--- src/rtl/arith_pkg.sv ---
// Shared types and constants for the serial arithmetic blocks.
package arith_pkg;

  typedef enum logic [1:0] {
    IDLE = 2'd0,
    RUN  = 2'd1,
    DONE = 2'd2
  } state_t;

  localparam int WIDTH_MIN = 2;
  localparam int WIDTH_MAX = 32;

  // Bit-counter width; never zero so the counter stays a legal vector.
  function automatic int cnt_width(input int w);
    return (w <= 1) ? 1 : $clog2(w);
  endfunction

endpackage

--- src/rtl/fs_bit.sv ---
// One-bit combinational full subtractor: d = a - b - bin, with borrow out.
module fs_bit (
  input  logic a,
  input  logic b,
  input  logic bin,
  output logic d,
  output logic bout
);

  assign d    = a ^ b ^ bin;
  assign bout = (~a & b) | (~(a ^ b) & bin);

endmodule

--- src/rtl/serial_rb_subtractor.sv ---
// Bit-serial ripple-borrow subtractor: diff = a - b - bin, LSB first, one bit per clock.
module serial_rb_subtractor
  import arith_pkg::*;
#(
  parameter int WIDTH = 4
) (
  input  logic             clk,
  input  logic             rst,
  input  logic             in_valid,
  output logic             in_ready,
  input  logic [WIDTH-1:0] a,
  input  logic [WIDTH-1:0] b,
  input  logic             bin,
  output logic             out_valid,
  input  logic             out_ready,
  output logic [WIDTH-1:0] diff,
  output logic             bout,
  output logic             ovf
);

  localparam int CW = cnt_width(WIDTH);

  state_t           state, state_next;
  logic [WIDTH-1:0] sa, sb;
  logic             br;
  logic [CW-1:0]    cnt;
  logic             msb_a, msb_b;
  logic             d_i, br_next;
  logic             last_bit;
  logic             accept;

  fs_bit u_fs (
    .a    (sa[0]),
    .b    (sb[0]),
    .bin  (br),
    .d    (d_i),
    .bout (br_next)
  );

  assign last_bit = (cnt == CW'(WIDTH - 1));
  assign accept   = in_valid & in_ready;

  // NOTE: sequential state uses <= so every flop samples pre-edge values.
  always_ff @(posedge clk) begin
    if (rst) state <= IDLE;
    else     state <= state_next;
  end

  // NOTE: default assignment first so no path leaves state_next unassigned (no latch).
  always_comb begin
    state_next = state;
    case (state)
      IDLE:    if (accept)               state_next = RUN;
      RUN:     if (last_bit)             state_next = DONE;
      DONE:    if (out_valid && out_ready) state_next = IDLE;
      default:                           state_next = IDLE;
    endcase
  end

  always_comb begin
    in_ready  = (state == IDLE);
    out_valid = (state == DONE);
  end

  always_ff @(posedge clk) begin
    if (rst) begin
      sa    <= '0;
      sb    <= '0;
      br    <= 1'b0;
      cnt   <= '0;
      msb_a <= 1'b0;
      msb_b <= 1'b0;
      diff  <= '0;
      bout  <= 1'b0;
      ovf   <= 1'b0;
    end else begin
      case (state)
        IDLE: begin
          if (accept) begin
            sa    <= a;
            sb    <= b;
            br    <= bin;
            cnt   <= '0;
            msb_a <= a[WIDTH-1];
            msb_b <= b[WIDTH-1];
          end
        end
        RUN: begin
          sa   <= {1'b0, sa[WIDTH-1:1]};
          sb   <= {1'b0, sb[WIDTH-1:1]};
          br   <= br_next;
          diff <= {d_i, diff[WIDTH-1:1]};
          // The final bit carries the result flags; the counter parks at WIDTH-1.
          if (last_bit) begin
            bout <= br_next;
            ovf  <= (msb_a != msb_b) && (d_i != msb_a);
          end else begin
            cnt <= cnt + 1'b1;
          end
        end
        default: ;
      endcase
    end
  end

endmodule

--- config.mk ---
export PLATFORM = sky130hd
export DESIGN_NAME = serial_rb_subtractor
export DESIGN_NICKNAME = d
export VERILOG_FILES = /design/src/rtl/arith_pkg.sv /design/src/rtl/fs_bit.sv /design/src/rtl/serial_rb_subtractor.sv
export SDC_FILE = /design/constraint.sdc
export NUM_CORES = 1
export LEC_CHECK = 0
export CORE_MARGIN = 2
export CORE_UTILIZATION = 50
export CTS_CLUSTER_DIAMETER = 80
export CTS_CLUSTER_SIZE = 16
export DETAILED_ROUTE_END_ITERATION = 12
export MAX_ROUTING_LAYER = met4
export PLACE_DENSITY = 0.78
export SYNTH_ARGS = -nofsm -noshare
export SYNTH_HDL_FRONTEND = slang
export SYNTH_SLANG_ARGS = --single-unit
--- constraint.sdc ---
create_clock -name clk -period 1.7 [get_ports clk]
set_input_delay 0.34 -clock clk [delete_from_list [all_inputs] [get_ports clk]]
set_output_delay 0.34 -clock clk [all_outputs]
set_load 0.05 [all_outputs]
==> flow_summary_export.csv, run 1 <==
group,metric,value,unit
setup_path,critPathMaxFanout,12,
final_layout,area_delta_synth_final,23.4,%
floorplan,initial_core_util,0.533,
routing,drt.antenna.violating_nets,0,
final_layout,fin_nets,154,
clock_tree,cts_sinks,21,
placement,dp_hpwl,1.53,mm
clock_tree,cts_tree,"yes",
floorplan,rows,16,
setup_path,critPathBufInv,1,
power,switching_power,291,uW
clock_tree,h-tree-depth,1,
power,powerDensity,775,nW/um2
clock_tree,clk_pin_slew,0.12,ns
yosys,yosysWarnings,0,
global_route,antenna_found_initial,0,
timing,layout_min_cycle_time,1.63,ns
clock_tree,cts_resized,0,
yosys,syn-instance-count,116,
global_route,grt_max_degree,17,
routing,drc,0,
final_layout,final_cell_mix,"dfxtp_1, nand2_1, a21oi_1, buf_4, clkdlybuf4s50_1",
yosys,synth_top_area_frac,0.398,
setup_path,cp_cell_sequence,"and2b_2, buf_12",
global_route,grt_overflow,0,
global_route,grt_use_total,0.185,
power,vdd_drop_max,0.000508,V
floorplan,die-area,2500,um2
yosys,yosys.area.top_type,"dfxtp_1",
final_layout,drive_gt1_frac,0.275,
yosys,synth.cell_area,1060,um2
floorplan,io-pin-count,21,
clock_tree,postCtsHoldBufs,0,
setup_path,critPathKind,"flip-flop to output port",
clock_tree,clock_latency,0.30,ns
timing,timing.final.crit_share,0.960,
timing,setup_ws,0.0681,ns
clock_tree,cts_made_buffers,3,
routing,via_count,864,
setup_path,critPathTopFamily,"flip-flops",
routing,via_per_inst,5.24,
timing,maxSlewViolCount,0,
yosys,synth-seq-cells,21,
power,p_int,720,uW
clock_tree,cts_buffer_depth,2,
routing,route.detailed.wl_per_inst,12.2,um
timing,worstMarginPinSlew,0.426,ns
power,power.share.clock,0.238,
floorplan,chipWidth,50.0,um
setup_path,worstSetupEndpointType,"output port",
routing,drt_iter0_markers,10,
timing,hold_viol,0,
timing,clock.fmax,613,MHz
placement,gp_congestion,0.767,
placement,dp_slack,0.0303,ns
floorplan,die_height,50.0,um
clock_tree,post-cts-setup-buffer-count,0,
final_layout,final_common_cell,"dfxtp_1",
power,p_leak,0.000491,uW
routing,drt-pass1-iter-count,4,
timing,fin_skew,0.00291,ns
global_route,grt_first_pass_wirelength,3.48,mm
yosys,yosysSeqAreaShare,0.398,
setup_path,start_kind,"flip-flop",
floorplan,fp.coreArea,1980,um2
yosys,avgSynthCellArea,9.11,um2
yosys,synth_area_leaders,"dfxtp_1, nor4_2, a21oi_1",
power,netSwitchingFraction,0.288,
power,combinationalPowerShare,0.228,
final_layout,n_antenna_cell,0,
global_route,grt_pass1_vias,787,
timing,rsz0062_at_grt,"false",
hold_path,hp-class,"flip-flop to flip-flop",
setup_path,max_stage_delay,0.60,ns
yosys,ys_types,34,
setup_path,cp_slowest_cell,"dfxtp_1",
clock_tree,cts_root_buf,"clkbuf_4",
power,seqPwrFrac,0.534,
timing,tns,0,ns
run,cap_violations,0,
setup_path,required,1.36,ns
setup_path,critical_path_arrival,1.29,ns
status,status,"completed",
timing,setup_violations,0,
timing,timing.slew.headroom,0.716,
final_layout,fillers,171,
placement,io_buffers,20,
routing,routed_wl,2.02,mm
yosys,synth_fp_nets,131,
==> tightest hold or removal path: stages (launching register included) <==
cell,delay (ns)
dfxtp_1,0.33
nand2_1,0.05
a21oi_1,0.05
==> cell type report <==
type / instances / area [um2] / area share
Clock buffer: 4 / 26.3 / 0.0201
Inverter: 4 / 15.0 / 0.0115
Multi-Input combinational cell: 82 / 552 / 0.423
Sequential cell: 21 / 420 / 0.322
Tap cell: 27 / 33.8 / 0.0259
Timing Repair Buffer: 27 / 258 / 0.198
==> logic make-up after synthesis <==
logic type      count (synthesis)  synth area share
simple gates                   55             0.330
compound gates                 24             0.151
flops                          21             0.398
buf+inv                        13            0.0805
fa+ha+maj                       2            0.0308
mux                             1           0.00947
==> cells in the mapped netlist (all sizes together) <==
cell / count
a21oi: 15
a22oi: 1
a311oi: 2
and2b: 2
and3b: 1
buf: 9
dfxtp: 21
fa: 1
ha: 1
inv: 4
mux2i: 1
nand2: 14
nand2b: 1
nand3: 1
nor2: 15
nor2b: 3
nor3: 7
nor3b: 2
nor4: 6
o211ai: 2
o21a: 1
o21bai: 1
o22ai: 2
or2: 1
or3: 1
or3b: 1
==> sequential cells by signal, indices dropped and copies added (netlist names) <==
signal and flops:
state 2, sa 4, cnt 2, br 1
bout 1, sb 4, msb_b 1, msb_a 1
diff 4, ovf 1
==> final timing paths <==
check | endpoint | cells after the start | start | slack (ns)
setup / recovery | out_valid | 2 | state[1]$_SDFFE_PP0P_ | 0.07
hold / removal | diff[0]$_SDFFE_PP0N_ | 2 | diff[0]$_SDFFE_PP0N_ | 0.47
setup reg to reg | ovf$_SDFFE_PP0P_ | 5 | sb[0]$_SDFFE_PP0P_ | 0.17
hold reg to reg | diff[0]$_SDFFE_PP0N_ | 2 | diff[0]$_SDFFE_PP0N_ | 0.47
==> power by group through the flow <==
stage,clock network (uW),logic [uW],registers (uW)
final,240,231,540
after floorplan,0,146,560
after global routing,269,253,544
after detailed placement,0,232,551
after global placement,0,225,549
after CTS,245,233,540
==> metrics by stage <==
stage	utilization	power (uW)	hold slack (ns)	instances	instance area, um2
6_report	0.658	1010	0.468	165	1310
5_1_grt	0.658	1070	0.485	165	1310
4_1_cts	0.658	1020	0.471	165	1310
3_5_place_dp	0.645	784	0.454	161	1280
3_3_place_gp	0.645	774	0.444	161	1280
2_1_floorplan	-	706	0.411	116	1060
==> per-layer routing <==
metal  global-route usage  routed length, um  up-vias
met1                0.234                952      397
met2                0.287                952       16
met4               0.0741                 33        0
met3               0.0394                 81        6
met5                    -                  0        -
li1                     -                  -      445
(Power assumes the default switching activity.)
==> inputs of run 2 (changes only) <==
- ABC_AREA: not set -> 1
- CORE_MARGIN: 2 -> not set
- CORE_UTILIZATION: 50 -> 48
- PLACE_DENSITY: 0.78 -> 0.76
==> flow_summary_export.csv, run 2 <==
group,metric,value,unit
power,switching_power,302,uW
setup_path,required,1.36,ns
timing,tns,0,ns
power,p_int,715,uW
final_layout,final_cell_mix,"nand2_1, nor2_1, dfxtp_1",
setup_path,critical_path_arrival,1.25,ns
timing,clock.fmax,630,MHz
timing,rsz0062_at_grt,"false",
timing,maxSlewViolCount,0,
setup_path,cp_slowest_cell,"dfxtp_1",
yosys,yosysSeqAreaShare,0.436,
setup_path,critPathKind,"flip-flop to output port",
clock_tree,cts_made_buffers,3,
placement,io_buffers,20,
timing,timing.final.crit_share,0.934,
clock_tree,cts_tree,"yes",
setup_path,critPathMaxFanout,4,
routing,drt.antenna.violating_nets,0,
setup_path,cp_cell_sequence,"inv_2, nor2_1, buf_12",
clock_tree,cts_sinks,21,
power,powerDensity,838,nW/um2
setup_path,max_stage_delay,0.45,ns
yosys,avgSynthCellArea,6.75,um2
power,combinationalPowerShare,0.234,
final_layout,n_antenna_cell,0,
power,vdd_drop_max,0.000753,V
yosys,synth-edff-count,0,
yosys,ys_top_cells_by_count,"nand2_1, nor2_1, dfxtp_1",
clock_tree,cts_resized,0,
final_layout,final_common_cell,"nand2_1",
yosys,synth_area_leaders,"dfxtp_1, nand2_1, nor2_1",
power,seqPwrFrac,0.539,
floorplan,rows,15,
global_route,grt_overflow,0,
setup_path,start_kind,"flip-flop",
timing,worstMarginPinSlew,0.371,ns
setup_path,worstSetupEndpointType,"output port",
run,cap_violations,0,
routing,drt-pass1-iter-count,4,
floorplan,initial_core_util,0.535,
clock_tree,clock_latency,0.29,ns
yosys,synth.cell_area,965,um2
yosys,ys_types,18,
routing,drc,0,
final_layout,final_area,1210,um2
global_route,grt_max_degree,16,
hold_path,hp-class,"flip-flop to flip-flop",
floorplan,io-pin-count,21,
clock_tree,cts_buffer_depth,2,
yosys,synth_top_area_frac,0.436,
yosys,synth-seq-cells,21,
final_layout,reg_top3,"diff (4), sa (4), sb (4)",
placement,place_area,1190,um2
global_route,grt_pass1_vias,671,
final_layout,fin_nets,181,
routing,via_per_inst,4.72,
timing,whs,0.474,ns
power,power.share.clock,0.227,
timing,setup_violations,0,
clock_tree,h-tree-depth,1,
global_route,grt_use_total,0.188,
yosys,syn-instance-count,143,
timing,fin_skew,0.000926,ns
routing,via_count,897,
final_layout,drive_gt1_frac,0.115,
global_route,antenna_found_initial,0,
routing,drt_iter0_markers,25,
power,netSwitchingFraction,0.297,
placement,gp_congestion,0.795,
floorplan,die-area,2190,um2
yosys,yosysWarnings,0,
floorplan,chipWidth,46.8,um
clock_tree,post-cts-setup-buffer-count,0,
yosys,async_flop_share,0,
status,status,"completed",
routing,routed_wl,1.88,mm
clock_tree,cts_root_buf,"clkbuf_4",
timing,layout_min_cycle_time,1.59,ns
floorplan,fp.coreArea,1800,um2
timing,timing.slew.headroom,0.753,
clock_tree,clk_pin_slew,0.11,ns
yosys,synth-main-ff-cell,"dfxtp_1",
floorplan,die_height,46.8,um
yosys,yosysMostFrequentCell,"nand2_1",
timing,hold_viol,0,
power,p_leak,0.000572,uW
clock_tree,postCtsHoldBufs,0,
routing,route.detailed.wl_per_inst,9.92,um
final_layout,area_delta_synth_final,25.8,%
yosys,yosys.area.top_type,"dfxtp_1",
placement,dp_hpwl,1.42,mm
global_route,grt_first_pass_wirelength,2.75,mm
final_layout,fin_util,0.674,
yosys,synth_fp_nets,158,
-- run 2: changes by cell type after synthesis, moves of 6 or more --
cell,previous run,this run
nor2_1,9,28
nor3_1,7,0
nor4_2,6,0
nand2_1,14,41
inv_1,4,17
o21ai_1,0,9
-- run 2: final cells by class --
class                   instances  area, um2
fillers                       177        588
multi-input cells              99        444
flip-flops and latches         21        420
repair buffers                 22        220
inverters                      19       71.3
well taps                      25       31.3
clock buffers                   4       26.3
-- run 2: path summary, 6_finish.rpt --
path              cells after the start                   from  slack (ns)                 end
setup / recovery                      3  state[1]$_SDFFE_PP0P_        0.11           out_valid
hold / removal                        2     sa[3]$_SDFFE_PP0P_        0.47  sa[3]$_SDFFE_PP0P_
setup reg to reg                      7     sb[0]$_SDFFE_PP0P_        0.27    ovf$_SDFFE_PP0P_
hold reg to reg                       2     sa[3]$_SDFFE_PP0P_        0.47  sa[3]$_SDFFE_PP0P_
-- run 2: metal layers --
metal,vias to the layer above,routed length (um),part of all wire,GRT usage
li1,481,-,-,-
met5,-,0,0,-
met1,397,868,0.46,0.215
met3,2,73,0.039,0.0577
met2,17,919,0.49,0.308
met4,0,22,0.012,0.0686
-- run 2: cell families after synthesis --
| family | Yosys count | share of synthesized area |
|---|---|---|
| AO/OA/AOI/OAI | 21 | 0.113 |
| adder cells (fa/ha/maj) | 2 | 0.0337 |
| buffers and inverters | 23 | 0.104 |
| flip-flops | 21 | 0.436 |
| AND/OR/NAND/NOR | 76 | 0.314 |
-- run 2: worst max-delay path, delay by kind of cell (launching register included) --
kind	cells	cell delay [ns]
buffers and inverters	2	0.28
DFF	1	0.45
and+or+nand+nor	1	0.23
-- run 2: power by group through the flow --
| stage | combinational [uW] | clock [uW] | sequential [uW] |
|---|---|---|---|
| CTS | 239 | 245 | 549 |
| detailed placement | 238 | 0 | 560 |
| global placement | 232 | 0 | 558 |
| finish | 238 | 231 | 548 |
| floorplan | 134 | 0 | 586 |
| global route | 262 | 263 | 553 |
-- run 2: through the flow --
step                      instances  setup slack [ns]  power [uW]
after floorplan                 143             0.183         719
after global placement          186             0.266         790
after detailed placement        186             0.237         798
after CTS                       190             0.103        1030
after global routing            190            0.0455        1080
final                           190             0.113        1020
